**config.mk**
```make
export PLATFORM = sky130hd
export DESIGN_NAME = axicb_scfifo_fwft
export DESIGN_NICKNAME = d
export VERILOG_FILES = /design/src/rtl/axicb_scfifo_fwft.sv
export SDC_FILE = /design/constraint.sdc
export NUM_CORES = 1
export LEC_CHECK = 0
export CAP_MARGIN = 20
export CORE_MARGIN = 4
export CORE_UTILIZATION = 45
export CTS_CLUSTER_DIAMETER = 40
export DETAILED_ROUTE_END_ITERATION = 8
export PLACE_DENSITY = 0.74
export SYNTH_ARGS = -nofsm -noshare
export SYNTH_HDL_FRONTEND = slang
export SYNTH_SLANG_ARGS = --single-unit
```
**constraint.sdc**
```tcl
create_clock -name aclk -period 3.4 [get_ports aclk]
set_clock_uncertainty 0.05 [all_clocks]
set_input_delay 0.34 -clock aclk [delete_from_list [all_inputs] [get_ports aclk]]
set_output_delay 0.34 -clock aclk [all_outputs]
set_load 0.02 [all_outputs]
```
**src/rtl/axicb_scfifo_fwft.sv**
```systemverilog
// rtl/axicb_scfifo_fwft.sv - single-clock FWFT FIFO with fill count and almost-full/empty flags
// Optional sticky overflow/underflow flags under AXICB_SCFIFO_ERR_EN.
module axicb_scfifo_fwft #(
  parameter int ADDR_WIDTH    = 4,
  parameter int DATA_WIDTH    = 8,
  parameter int AFULL_THRESH  = 2**ADDR_WIDTH - 2,
  parameter int AEMPTY_THRESH = 1
) (
  input  logic                  aclk,
  input  logic                  aresetn,
  input  logic                  flush,
  input  logic                  in_valid,
  output logic                  in_ready,
  input  logic [DATA_WIDTH-1:0] in_data,
  output logic                  out_valid,
  input  logic                  out_ready,
  output logic [DATA_WIDTH-1:0] out_data,
  output logic [ADDR_WIDTH:0]   count,
  output logic                  afull,
  output logic                  aempty,
  output logic [1:0]            err
);

  localparam int CW = ADDR_WIDTH + 1;
  localparam logic [ADDR_WIDTH:0] AFULL_T  = CW'(AFULL_THRESH);
  localparam logic [ADDR_WIDTH:0] AEMPTY_T = CW'(AEMPTY_THRESH);

  logic [DATA_WIDTH-1:0] mem [2**ADDR_WIDTH];
  logic [ADDR_WIDTH:0]   wr_ptr;
  logic [ADDR_WIDTH:0]   rd_ptr;
  logic [ADDR_WIDTH:0]   count_next;
  logic                  rst_done;
  logic                  ram_empty;
  logic                  ram_full;
  logic                  wr_en;
  logic                  rd_en;
  logic                  out_fire;

  assign ram_empty = (wr_ptr == rd_ptr);
  assign ram_full  = (wr_ptr[ADDR_WIDTH-1:0] == rd_ptr[ADDR_WIDTH-1:0]) &&
                     (wr_ptr[ADDR_WIDTH] != rd_ptr[ADDR_WIDTH]);
  // rst_done keeps in_ready low while reset is held, without a path from in_valid
  assign in_ready  = rst_done && !ram_full;
  assign wr_en     = in_valid && in_ready;
  assign rd_en     = !ram_empty && (!out_valid || out_ready);
  assign out_fire  = out_valid && out_ready;

  always_comb begin
    count_next = count;
    if (wr_en && !out_fire)
      count_next = count + CW'(1);
    else if (!wr_en && out_fire)
      count_next = count - CW'(1);
  end

  always_ff @(posedge aclk) begin
    if (aresetn && !flush && wr_en)
      mem[wr_ptr[ADDR_WIDTH-1:0]] <= in_data;
  end

  always_ff @(posedge aclk) begin
    if (!aresetn) begin
      rst_done  <= 1'b0;
      wr_ptr    <= '0;
      rd_ptr    <= '0;
      out_valid <= 1'b0;
      out_data  <= '0;
      count     <= '0;
      afull     <= 1'b0;
      aempty    <= 1'b1;
    end else if (flush) begin
      rst_done  <= 1'b1;
      wr_ptr    <= '0;
      rd_ptr    <= '0;
      out_valid <= 1'b0;
      count     <= '0;
      afull     <= 1'b0;
      aempty    <= 1'b1;
    end else begin
      rst_done <= 1'b1;
      if (wr_en)
        wr_ptr <= wr_ptr + CW'(1);
      // the read register is the output stage: refill whenever it empties or drains
      if (rd_en) begin
        rd_ptr    <= rd_ptr + CW'(1);
        out_data  <= mem[rd_ptr[ADDR_WIDTH-1:0]];
        out_valid <= 1'b1;
      end else if (out_fire) begin
        out_valid <= 1'b0;
      end
      count  <= count_next;
      afull  <= (count_next >= AFULL_T);
      aempty <= (count_next <= AEMPTY_T);
    end
  end

`ifdef AXICB_SCFIFO_ERR_EN
  logic [1:0] err_q;

  always_ff @(posedge aclk) begin
    if (!aresetn) begin
      err_q <= 2'b00;
    end else begin
      if (in_valid && !in_ready)
        err_q[1] <= 1'b1;
      if (out_ready && !out_valid)
        err_q[0] <= 1'b1;
    end
  end

  assign err = err_q;
`else
  assign err = 2'b00;
`endif

endmodule

```
# Yosys cells after proc, flatten, opt, wreduce, memory -nomap -nowiden
# Memory sizes are Yosys's and may differ from the RTL's. A register that Yosys moved wholly into a read port is not among the register bits.
# Cells that the tools add are included.
dict set report totals {
  word_cells 46
  mem_count 1
  input_bits 13
  reg_bits 19
  mem_bits_rw 128
}
dict set report op_classes {
  addsub 4
  order_cmp 2
  muxes 7
  reduce_logical 20
  n_eq_ne 3
  bitwise_logic 2
}
# memory depth word_bits read_ports rd_clocked_by_memory_dff wr line_no
set memory_table {}
lappend memory_table {mem 16 8 1 1 1 28} ;# logic [DATA_WIDTH-1:0] mem [2**ADDR_WIDTH];
# op count
set op_table {}
lappend op_table {{5-bit by 1-bit adder with 5-bit output, second input constant} 3}
lappend op_table {{5-bit two-way mux} 2}
lappend op_table {{1-bit logical AND} 9}
lappend op_table {{1-bit zero test} 7}
lappend op_table {{5-bit equality test} 1}
lappend op_table {{5-bit by 4-bit greater-or-equal comparator with 1-bit output, second input constant} 1}
lappend op_table {{5-bit by 1-bit less-or-equal comparator with 1-bit output, second input constant} 1}
lappend op_table {{1-bit two-way mux} 5}
lappend op_table {{5-bit by 1-bit subtractor with 5-bit output, second input constant} 1}
lappend op_table {{4-bit equality test} 1}
lappend op_table {{1-bit NOT} 2}
lappend op_table {{2-bit AND reduction} 1}
lappend op_table {{2-bit nonzero test} 1}
lappend op_table {{2-bit OR reduction} 1}
lappend op_table {{1-bit logical OR} 1}
lappend op_table {{1-bit inequality test} 1}

# Longest topological paths before layout
dict set report depth {
  depth_word 10
  mapped_depth 9
  mapped_depth_nobuf 6
}

# Worst setup path before layout
# No wires, ideal clock.
dict set report synth_timing {
  path_kind {flip-flop to flip-flop}
  from {reg rd_ptr[4]}
  to {mem mem[12][0] (enable)}
  path_stages_with_launch 5
  path_buffers 1
  t_required_ns 2.955
  arrival_ns 1.918
  setup_time_ns 0.395
  path_slack_ns 1.037
  synth_period_minus_slack_ns 2.363
  cell_sequence {dfxtp_1 > xnor2_1 > o21ai_1 > buf_2 > nor4_1}
}
dict set report synth_between {
  elab_chain_cells 8
}
# item line_no
set synth_rtl {}
lappend synth_rtl {{start, declared} 30} ;# logic [ADDR_WIDTH:0] rd_ptr;
lappend synth_rtl {{start signal, assigned} 85} ;# rd_ptr <= rd_ptr + CW'(1);
lappend synth_rtl {{1-bit inequality test} 41} ;# (wr_ptr[ADDR_WIDTH] != rd_ptr[ADDR_WIDTH]);
lappend synth_rtl {{1-bit logical AND} 40} ;# assign ram_full = (wr_ptr[ADDR_WIDTH-1:0] == rd_ptr[ADDR_WIDTH-1:0]) &&
lappend synth_rtl {{1-bit zero test} 43} ;# assign in_ready = rst_done && !ram_full;
lappend synth_rtl {{1-bit logical AND} 43}
lappend synth_rtl {{1-bit logical AND} 44} ;# assign wr_en = in_valid && in_ready;
lappend synth_rtl {{1-bit logical AND} 57} ;# if (aresetn && !flush && wr_en)
lappend synth_rtl {{1-bit two-way mux} 57}
lappend synth_rtl {{1-bit two-way mux (implied by the code)} 58} ;# mem[wr_ptr[ADDR_WIDTH-1:0]] <= in_data;
lappend synth_rtl {{end, declared} 28}
# Every way passes these cells.

# Worst setup path after layout
dict set report layout_timing {
  from {reg rd_ptr[2]}
  to {out in_ready}
}
dict set report layout_between {
  elab_chain_cells 4
}
# item line_no
set layout_rtl {}
lappend layout_rtl {{4-bit equality test} 40}
lappend layout_rtl {{1-bit logical AND} 40}
lappend layout_rtl {{1-bit zero test} 43}
lappend layout_rtl {{1-bit logical AND} 43}
lappend layout_rtl {{end, declared} 13} ;# output logic in_ready,
# Every way passes these cells.

==> results.md <==
- Status: complete, no violations
- Initial Util: 0.458
- Highest routing layer actually used: met4
- Adder-cell share of the synthesized area: 0.0153
- Share of post-route cells with drive strength above 1: 0.223
- Yosys cell types: 44
- Utilization after layout: 0.536
- Post-synthesis compound-gate area fraction: 0.0319
- Commonest non-fill, non-tap cells in the layout: edfxtp_1 (128), mux4_2 (40), clkdlybuf4s50_1 (29)
- Min Hold Slack: 411 ps
- WS Path Type: flop to output port
- Slew Limit Fails: 0
- Met1 WL: 5280 um
- Setup repair bufs after CTS: 0
- Post-DP Area: 6860 um^2
- Syn Inst Count: 358
- Worst Setup SP: rd_ptr[2]
- Pleak: 0.00236 uW
- Initial antenna violation count: 0
- Ys flop type: edfxtp_1
- Main combinational cell family by area after synthesis: multiplexers
- Mux contribution to synthesized area: 0.148
- Setup TNS: 0 ps
- Number of synthesized flops with an enable pin: 128
- # IOs: 32
- PwrDens: 546 nW/um^2
- CP required: 3010 ps
- Total CTS buffers: 17
- Min Tclk post-route: 2750 ps
- Clock Sinks: 155
- Most common cell after layout, fill and taps aside: edfxtp_1
- Slew at the pin closest to its max-slew limit: 811 ps
- Register area: 4390 um^2
- Peak supply drop: 0.376 mV
- CTS tree: built
- Cell Area, Synth: 6360 um^2
- Period utilization: 0.808
- Global placement routability congestion: 0.808
- Yosys reg bits: 155
- Vias in the first global route: 3430
- Pre-antenna DRT Iters: 7
- Worst hold path class: flop to flop
- Register area share after synthesis: 0.689
- DPL Wire Length: 8370 um
- Wire length per cell: 20.7 um
- Avg Cell Area, Syn: 17.8 um^2
- Nets@finish: 419
- Clock Tree Buf Depth: 2
- Reg clk slew, reported paths: 60 ps
- CP endpoint kind: output port
- Post_cts resized: 0
- CTS H-tree depth: 4
- # fillers: 1074
- WL met3: 721 um
- WL met2: 6060 um
- Drt drc: 0
- FFs w/ async S/R, synth: 0
- Final instance area: 7440 um^2
- Max-Cap Viols: 0
- Pre-CTS setup slack: 633 ps
- WP data arrival: 2360 ps
- Yosys Warn Count: 0
- Inserted Diodes: 0
- Global-route wire length before repair: 19400 um
- Die X: 127 um
- Multi-input logic area: 1830 um^2
- Number of routed nets with antenna violations: 0
- Pin count of the biggest net entering global routing: 36
- RSZ-0062 raised after global routing: false
- FMAX: 0.364 GHz
- Hold Path Origin: out_data[5]
- PortBufs: 29
- Die height: 127 um
- Number of hold buffers added after CTS: 0
- Gr usage total: 0.162
- First DRT Iteration DRCs: 285
- Clock tree root driver cell: clkbuf_16
- Setup Viol. Count Final: 0
- Core area: 13900 um^2
- Die ar.: 16100 um^2
- Worst-Skew Late Latency: 420 ps
- Vias/cell: 5.49
- Final hold vios: 0
- Startpoint types: flop
- Syn-to-layout area delta: 17.0%
- Row count: 43
- Congestion Overflow GR: 0
- Synth Area in XOR/XNOR: 0.0272
- Max transition margin: 0.457
- Synth Area in Simple Gates: 0.0645
- Setup slack after layout: 652 ps
- Worst Path Max Fanout: 12
- Vias: 3250
- Worst r2r src: rd_ptr[2]
- Final Routed Wirelength: 12300 um
==> worst paths after layout <==
path	end	slack [ps]	depth (start not counted)
max	in_ready	650	6
min	out_data[5]	410	2
max reg2reg	mem[6][5]	770	6
min reg2reg	out_data[5]	410	2
==> synthesized netlist by cell type (2+ instances only) <==
cell | count | area, um^2
clkbuf_1 | 7 | 26.3
ha_1 | 7 | 87.6
mux4_2 | 40 | 901
nand2_1 | 24 | 90.1
buf_1 | 2 | 7.51
inv_1 | 9 | 33.8
mux2i_1 | 4 | 40.0
nand2b_1 | 3 | 18.8
a21boi_0 | 8 | 60.1
nor2_1 | 18 | 67.6
buf_4 | 2 | 15.0
xnor2_1 | 9 | 78.8
xnor2_2 | 2 | 32.5
and4_1 | 2 | 17.5
dfxtp_1 | 27 | 541
a21oi_1 | 2 | 10.0
buf_6 | 3 | 33.8
edfxtp_1 | 128 | 3840
nor2b_1 | 3 | 18.8
buf_2 | 6 | 30.0
nand4_1 | 4 | 25.0
a31oi_1 | 2 | 12.5
and2_1 | 14 | 87.6
nor4_1 | 6 | 37.5
xor2_1 | 7 | 61.3
==> routing by layer <==
metal  vias up  GRT usage
li1       1471          -
met1      1645      0.224
met2       116      0.252
met3        18     0.0379
met4         0     0.0631
met5         -          0
==> worst max-delay path, stage by stage, from the launching register on <==
cell and delay [ps]:
dfxtp_1 310, buf_4 250, xnor2_1 170, and4_1 380
nand2_1 120, and2_1 180, clkdlybuf4s50_1 530
==> power by group <==
part           switching, uW  internal [uW]  total (uW)
Clock                    756           1100        1850
Combinational           83.5           62.0         146
Sequential              6.32           2060        2070
==> flip-flops by register name, summed over array words and instances (netlist names) <==
register / count
mem: 128
count: 5
rd_ptr: 5
afull: 1
aempty: 1
out_valid: 1
wr_ptr: 5
rst_done: 1
out_data: 8
==> kinds of logic (layout without fill, tap and decap cells) <==
kind of cell | Yosys count | count (layout)
other cells | 1 | 2
flops | 155 | 155
xor+xnor | 18 | 18
simple gates | 80 | 80
compound gates | 23 | 23
fa+ha+maj | 8 | 8
buf+inv | 29 | 82
mux | 44 | 44
==> area by class of cell <==
type / instances / share of cell area
well taps: 180 / 0.0303
multi-input cells: 175 / 0.246
flip-flops and latches: 155 / 0.589
clock buffers: 18 / 0.0577
inverters: 9 / 0.00454
repair buffers: 41 / 0.0511
clock inverters: 14 / 0.0210
==> stage by stage <==
step                instances  power, uW
global route              592       4200
detailed placement        560       2250
CTS                       592       4090
floorplan                 359       2190
global placement          560       2250
finish                    592       4060
Power figures use the tool's default switching activity.
